--- config.mk ---
export PLATFORM = sky130hd
export DESIGN_NAME = alu_op_sequencer
export DESIGN_NICKNAME = d
export VERILOG_FILES = /design/src/rtl/alu_op_sequencer.sv
export SDC_FILE = /design/constraint.sdc
export NUM_CORES = 1
export LEC_CHECK = 0
export ABC_AREA = 1
export BUFFER_PORTS_ARGS = -buffer_cell sky130_fd_sc_hd__buf_2
export CAP_MARGIN = 10
export CORE_MARGIN = 8
export CORE_UTILIZATION = 45
export DETAILED_ROUTE_END_ITERATION = 10
export HOLD_SLACK_MARGIN = 0.02
export PLACE_DENSITY = 0.65
export SKIP_CTS_REPAIR_TIMING = 1
export SLEW_MARGIN = 30
export SYNTH_ARGS = -nofsm -noshare
export SYNTH_HDL_FRONTEND = slang
export SYNTH_SLANG_ARGS = --single-unit
--- constraint.sdc ---
create_clock -name clk -period 5.3 [get_ports clk]
set_input_delay 0.795 -clock clk [delete_from_list [all_inputs] [get_ports clk]]
set_output_delay 0.795 -clock clk [all_outputs]
set_load 0.1 [all_outputs]
--- src/rtl/alu_op_sequencer.sv ---
// ---------------------------------------------------------------------------
// alu_op_sequencer
//
// Initiator side of the sequential ALU en/opcode/done handshake. Incoming
// operation requests are buffered in a small command FIFO and issued to the
// ALU one at a time. Each issue is a single-cycle alu_en pulse. The block
// then waits for alu_done, guarded by a watchdog, and hands the captured
// result back through a valid/ready response port.
//
// Ports:
//   clk, nrst                 rising-edge clock, async active-low reset
//   cmd_valid/cmd_ready       command handshake (cmd_ready = FIFO not full)
//   cmd_opcode/cmd_a/cmd_b    command payload (0 add, 1 mul, 2 div, 3 cmp)
//   alu_en                    one-cycle start pulse to the ALU control
//   alu_opcode/alu_a/alu_b    operands, held from pop until the next pop
//   alu_done/alu_result       completion flag and 2*WIDTH result from the ALU
//   rsp_valid/rsp_ready       response handshake
//   rsp_opcode/rsp_result     opcode and result of the completed operation
//   rsp_timeout               response was produced by the watchdog
//   busy                      FSM active or commands still queued
//   err_timeout               sticky watchdog error flag
// ---------------------------------------------------------------------------
module alu_op_sequencer #(
   parameter int WIDTH   = 16,
   parameter int DEPTH   = 4,
   parameter int TIMEOUT = 31
) (
   input  logic               clk,
   input  logic               nrst,
   input  logic               cmd_valid,
   output logic               cmd_ready,
   input  logic [1:0]         cmd_opcode,
   input  logic [WIDTH-1:0]   cmd_a,
   input  logic [WIDTH-1:0]   cmd_b,
   output logic               alu_en,
   output logic [1:0]         alu_opcode,
   output logic [WIDTH-1:0]   alu_a,
   output logic [WIDTH-1:0]   alu_b,
   input  logic               alu_done,
   input  logic [2*WIDTH-1:0] alu_result,
   output logic               rsp_valid,
   input  logic               rsp_ready,
   output logic [1:0]         rsp_opcode,
   output logic [2*WIDTH-1:0] rsp_result,
   output logic               rsp_timeout,
   output logic               busy,
   output logic               err_timeout
);

   localparam int PW = (DEPTH > 1) ? $clog2(DEPTH) : 1;
   localparam int CW = PW + 1;
   localparam int WW = $clog2(TIMEOUT + 1);
   localparam int EW = 2 + 2 * WIDTH;

   localparam logic [CW-1:0] DEPTH_C      = CW'(DEPTH);
   localparam logic [WW-1:0] TIMEOUT_LAST = WW'(TIMEOUT - 1);

   typedef enum logic [1:0] {
      IDLE  = 2'd0,
      ISSUE = 2'd1,
      WAIT  = 2'd2,
      RESP  = 2'd3
   } state_t;

   state_t          state;
   state_t          state_next;

   logic [EW-1:0]   fifo_mem [DEPTH];
   logic [PW-1:0]   wr_ptr;
   logic [PW-1:0]   rd_ptr;
   logic [CW-1:0]   count;
   logic            fifo_full;
   logic            fifo_empty;
   logic            push;
   logic            pop;
   logic [EW-1:0]   head;

   logic [WW-1:0]   wd_count;
   logic            wd_clear;
   logic            wd_inc;
   logic            cap_done;
   logic            cap_timeout;
   logic            rsp_clear;

   assign fifo_full  = (count == DEPTH_C);
   assign fifo_empty = (count == '0);

   // cmd_ready is forced low while reset is held so every output reads 0;
   // it comes back as soon as nrst releases because the FIFO is empty.
   assign cmd_ready  = nrst && !fifo_full;

   // A push is refused whenever the FIFO is full, even if the FSM pops in
   // the same cycle, so the full flag never depends on the FSM.
   assign push       = cmd_valid && cmd_ready;
   assign head       = fifo_mem[rd_ptr];
   assign busy       = !((state == IDLE) && fifo_empty);

   // Storage array has no reset; stale entries are unreachable once the
   // pointers and count are cleared.
   always_ff @(posedge clk) begin
      if (push) begin
         fifo_mem[wr_ptr] <= {cmd_opcode, cmd_a, cmd_b};
      end
   end

   // Pointers wrap naturally because DEPTH is a power of two; the count
   // separates the full and empty cases where the pointers are equal.
   always_ff @(posedge clk or negedge nrst) begin
      if (!nrst) begin
         wr_ptr <= '0;
         rd_ptr <= '0;
         count  <= '0;
      end else begin
         if (push) begin
            wr_ptr <= wr_ptr + PW'(1);
         end
         if (pop) begin
            rd_ptr <= rd_ptr + PW'(1);
         end
         case ({push, pop})
            2'b10:   count <= count + CW'(1);
            2'b01:   count <= count - CW'(1);
            default: count <= count;
         endcase
      end
   end

   always_ff @(posedge clk or negedge nrst) begin
      if (!nrst) begin
         state <= IDLE;
      end else begin
         state <= state_next;
      end
   end

   // alu_en comes straight from the ISSUE state, which lasts exactly one
   // cycle, so the pulse can never stretch into the ALU's holding state.
   // alu_done only matters in WAIT; the ALU drops it on the edge that
   // samples alu_en, so a done left over from the previous op is never
   // mistaken for completion. Done wins over a coinciding watchdog expiry.
   always_comb begin
      state_next  = state;
      pop         = 1'b0;
      alu_en      = 1'b0;
      wd_clear    = 1'b0;
      wd_inc      = 1'b0;
      cap_done    = 1'b0;
      cap_timeout = 1'b0;
      rsp_clear   = 1'b0;
      case (state)
         IDLE: begin
            if (!fifo_empty) begin
               pop        = 1'b1;
               state_next = ISSUE;
            end
         end
         ISSUE: begin
            alu_en     = 1'b1;
            wd_clear   = 1'b1;
            state_next = WAIT;
         end
         WAIT: begin
            wd_inc = 1'b1;
            if (alu_done) begin
               cap_done   = 1'b1;
               state_next = RESP;
            end else if (wd_count == TIMEOUT_LAST) begin
               cap_timeout = 1'b1;
               state_next  = RESP;
            end
         end
         RESP: begin
            if (rsp_ready) begin
               rsp_clear  = 1'b1;
               state_next = IDLE;
            end
         end
         default: state_next = IDLE;
      endcase
   end

   // Operands are loaded only on a pop and otherwise held, because the ALU
   // datapath keeps sampling them in every one of its states.
   always_ff @(posedge clk or negedge nrst) begin
      if (!nrst) begin
         alu_opcode <= '0;
         alu_a      <= '0;
         alu_b      <= '0;
      end else if (pop) begin
         {alu_opcode, alu_a, alu_b} <= head;
      end
   end

   // Watchdog counts WAIT cycles; the terminal check looks one step ahead
   // so the abort lands on the TIMEOUT-th WAIT cycle.
   always_ff @(posedge clk or negedge nrst) begin
      if (!nrst) begin
         wd_count <= '0;
      end else if (wd_clear) begin
         wd_count <= '0;
      end else if (wd_inc) begin
         wd_count <= wd_count + WW'(1);
      end
   end

   // Response registers stay frozen throughout RESP until the consumer
   // takes them; err_timeout is sticky until reset.
   always_ff @(posedge clk or negedge nrst) begin
      if (!nrst) begin
         rsp_valid   <= 1'b0;
         rsp_opcode  <= '0;
         rsp_result  <= '0;
         rsp_timeout <= 1'b0;
         err_timeout <= 1'b0;
      end else begin
         if (cap_done) begin
            rsp_valid   <= 1'b1;
            rsp_opcode  <= alu_opcode;
            rsp_result  <= alu_result;
            rsp_timeout <= 1'b0;
         end else if (cap_timeout) begin
            rsp_valid   <= 1'b1;
            rsp_opcode  <= alu_opcode;
            rsp_result  <= '0;
            rsp_timeout <= 1'b1;
            err_timeout <= 1'b1;
         end else if (rsp_clear) begin
            rsp_valid   <= 1'b0;
         end
      end
   end

endmodule

==> flow_summary.json <==
{
  "cts.sink_count": 221,
  "drt-total-wl_um": 18600,
  "mostFrequentLayoutCells": "sky130_fd_sc_hd__nand2_1, sky130_fd_sc_hd__nor2_1, sky130_fd_sc_hd__buf_2",
  "reg2reg_depth": 11,
  "buffer_ports.inserted": 144,
  "drt.antenna.violating_nets": 0,
  "synthesis.area_um2": 8840,
  "first_pass_grt_wire_length_um": 29300,
  "setup.worst_path.start_class": "flip-flop",
  "placement.cell_area_um2": 9820,
  "holdCritPathClass": "in -> async",
  "placementRows": 51,
  "ys_seq_area_frac": 0.702,
  "synthesis.instances": 805,
  "remaining_drc_errors": 0,
  "yosys_warnings": 0,
  "fp.dieH_um": 156,
  "die_width_um": 156,
  "synth.lib_cells_used.distinct": 30,
  "cts_buffer_depth": 3,
  "drt-vias-per-instance": 4.82,
  "grt_antenna_before_repair": 1,
  "drt_first_iter_violations": 332,
  "cap_violations": 0,
  "fmaxAchievable_ghz": 0.373,
  "top_level_ports": 145,
  "synth.ff_latch_count": 221,
  "layout.cells.most_common": "sky130_fd_sc_hd__nand2_1",
  "fin_setup_tns_ns": 0,
  "regArea_um2": 6210,
  "hold_violations": 0,
  "kind_of_capture_point_of_the_worst_setup_path": "output port",
  "groute.usage.overall": 0.150,
  "timing.clock.skew_ns": 0.0140,
  "floorplan.initialDensity": 0.456,
  "layout.filler_cells": 1710,
  "worst_skew_late_latency_ns": 0.51,
  "multi_input_comb_area_um2": 2310,
  "criticalPathCategory": "reg -> out",
  "synth.net_count": 889,
  "routedWlPerCell_um": 15.2,
  "syn_area_per_cell_um2": 11.0,
  "maximum_number_of_pins_on_one_net_before_global_route_repair": 71,
  "numCtsBuffers": 23,
  "top_cell_type_by_total_area_after_synthesis": "sky130_fd_sc_hd__edfxtp_1",
  "timing.final.setup_violations": 0,
  "worstPathRequired_ns": 4.51,
  "h-tree-depth": 1,
  "cp.arrival_ns": 1.89,
  "first_global_vias": 5861,
  "firstDrtPassIters": 5,
  "final_nets": 1028,
  "layout-drive-gt1-share": 0.213,
  "timing.final.max_slew_violations": 0,
  "grt_overflow": 0,
  "outcome": "finished clean",
  "path_max_fanout": 4,
  "timing.max_slew.rel_slack": 0.402,
  "clock-root-buffer": "sky130_fd_sc_hd__clkbuf_16",
  "globalplace.congestion": 0.778,
  "layout.cell_area.non_filler_um2": 10600,
  "hpwlAfterDp_um": 12000,
  "routed-via-count": 5914,
  "floorplan.die_area_um2": 24400,
  "clock_tree_from_tritoncts": "yes",
  "rsz_0062_raised_after_global_routing": "false",
  "synthToLayoutAreaGrowth_pct": 19.5,
  "layout_worst_path_cycle_share": 0.506,
  "share_of_the_synthesized_area_in_the_top_cell_type": 0.462,
  "ys_top_cells_by_area": "sky130_fd_sc_hd__edfxtp_1, sky130_fd_sc_hd__dfrtp_1, sky130_fd_sc_hd__nand2_1",
  "period_minus_slack_ns": 2.68,
  "fp.coreArea_um2": 19400,
  "worst-slew-pin-transition_ns": 0.891,
  "clk_pin_slew_ns": 0.06
}
layer usage:
metal	track usage	wire, um
met1	0.190	8180
met2	0.252	8540
met3	0.0366	1470
met4	0.0462	415
met5	0	0
Yosys cell counts, drive strengths merged:
cell	number
clkbuf	9
inv	25
nand3	40
nor3b	1
dfrtp	85
o21ai	71
o21a	1
nor2	149
o22ai	1
a21boi	2
a21oi	3
fa	1
nand4	2
nor3	2
xor2	3
or2	1
edfxtp	136
xnor2	1
ha	12
buf	30
nand2	230
cells by family after synthesis:
group                    synth area share
AO/OA/AOI/OAI                      0.0451
XOR/XNOR                          0.00396
flip-flops                          0.702
AND/OR/NAND/NOR                     0.189
buffers and inverters              0.0402
adder cells (fa/ha/maj)            0.0192
path summary, 6_finish.rpt:
check,startpoint,endpoint,slack (ns)
setup / recovery,state[0]$_DFFE_PN0P_,busy,2.62
hold / removal,nrst,alu_b[0]$_DFFE_PN0P_,0.18
setup reg to reg,state[0]$_DFFE_PN0P_,count[2]$_DFFE_PN0P_,2.74
hold reg to reg,err_timeout$_DFFE_PN0P_,err_timeout$_DFFE_PN0P_,0.45
max in group asynchronous,nrst,rd_ptr[0]$_DFFE_PN0P_,3.98
min in group clk,err_timeout$_DFFE_PN0P_,err_timeout$_DFFE_PN0P_,0.45
sequential cells by signal, indices dropped and copies added, names as in the netlist:
signal	flops
rd_ptr	2
count	3
alu_b	16
wr_ptr	2
rsp_opcode	2
alu_opcode	2
wd_count	5
rsp_valid	1
rsp_timeout	1
rsp_result	32
fifo_mem	136
alu_a	16
err_timeout	1
state	2
layout make-up:
class                           count  share of cell area
Tap cell                          265              0.0314
Clock buffer                       32              0.0643
Inverter                           25             0.00935
Sequential cell                   221               0.588
Timing Repair Buffer              153              0.0824
Clock inverter                     10             0.00604
Multi-Input combinational cell    520               0.218
Antenna cell                        1            0.000237
critical path, cell delays in order, from the launching register on:
cell and delay [ns]:
sky130_fd_sc_hd__dfrtp_1 0.39, sky130_fd_sc_hd__inv_1 0.10, sky130_fd_sc_hd__ha_1 0.25, sky130_fd_sc_hd__nand3_1 0.18, sky130_fd_sc_hd__buf_2 0.47
metrics by stage:
stage | worst slack [ns] | hold slack, ns | cells | utilization
4_1_cts | 2.58 | 0.169 | 1226 | 0.545
6_report | 2.62 | 0.177 | 1227 | 0.545
5_1_grt | 2.51 | 0.188 | 1227 | 0.545
2_1_floorplan | 1.52 | 0.487 | 805 | -
3_3_place_gp | 2.51 | 0.447 | 1180 | 0.501
3_5_place_dp | 2.68 | 0.445 | 1184 | 0.506
Power is not shown: default switching activity piles up to over one toggle a cycle in this logic, so the estimate is an artifact.
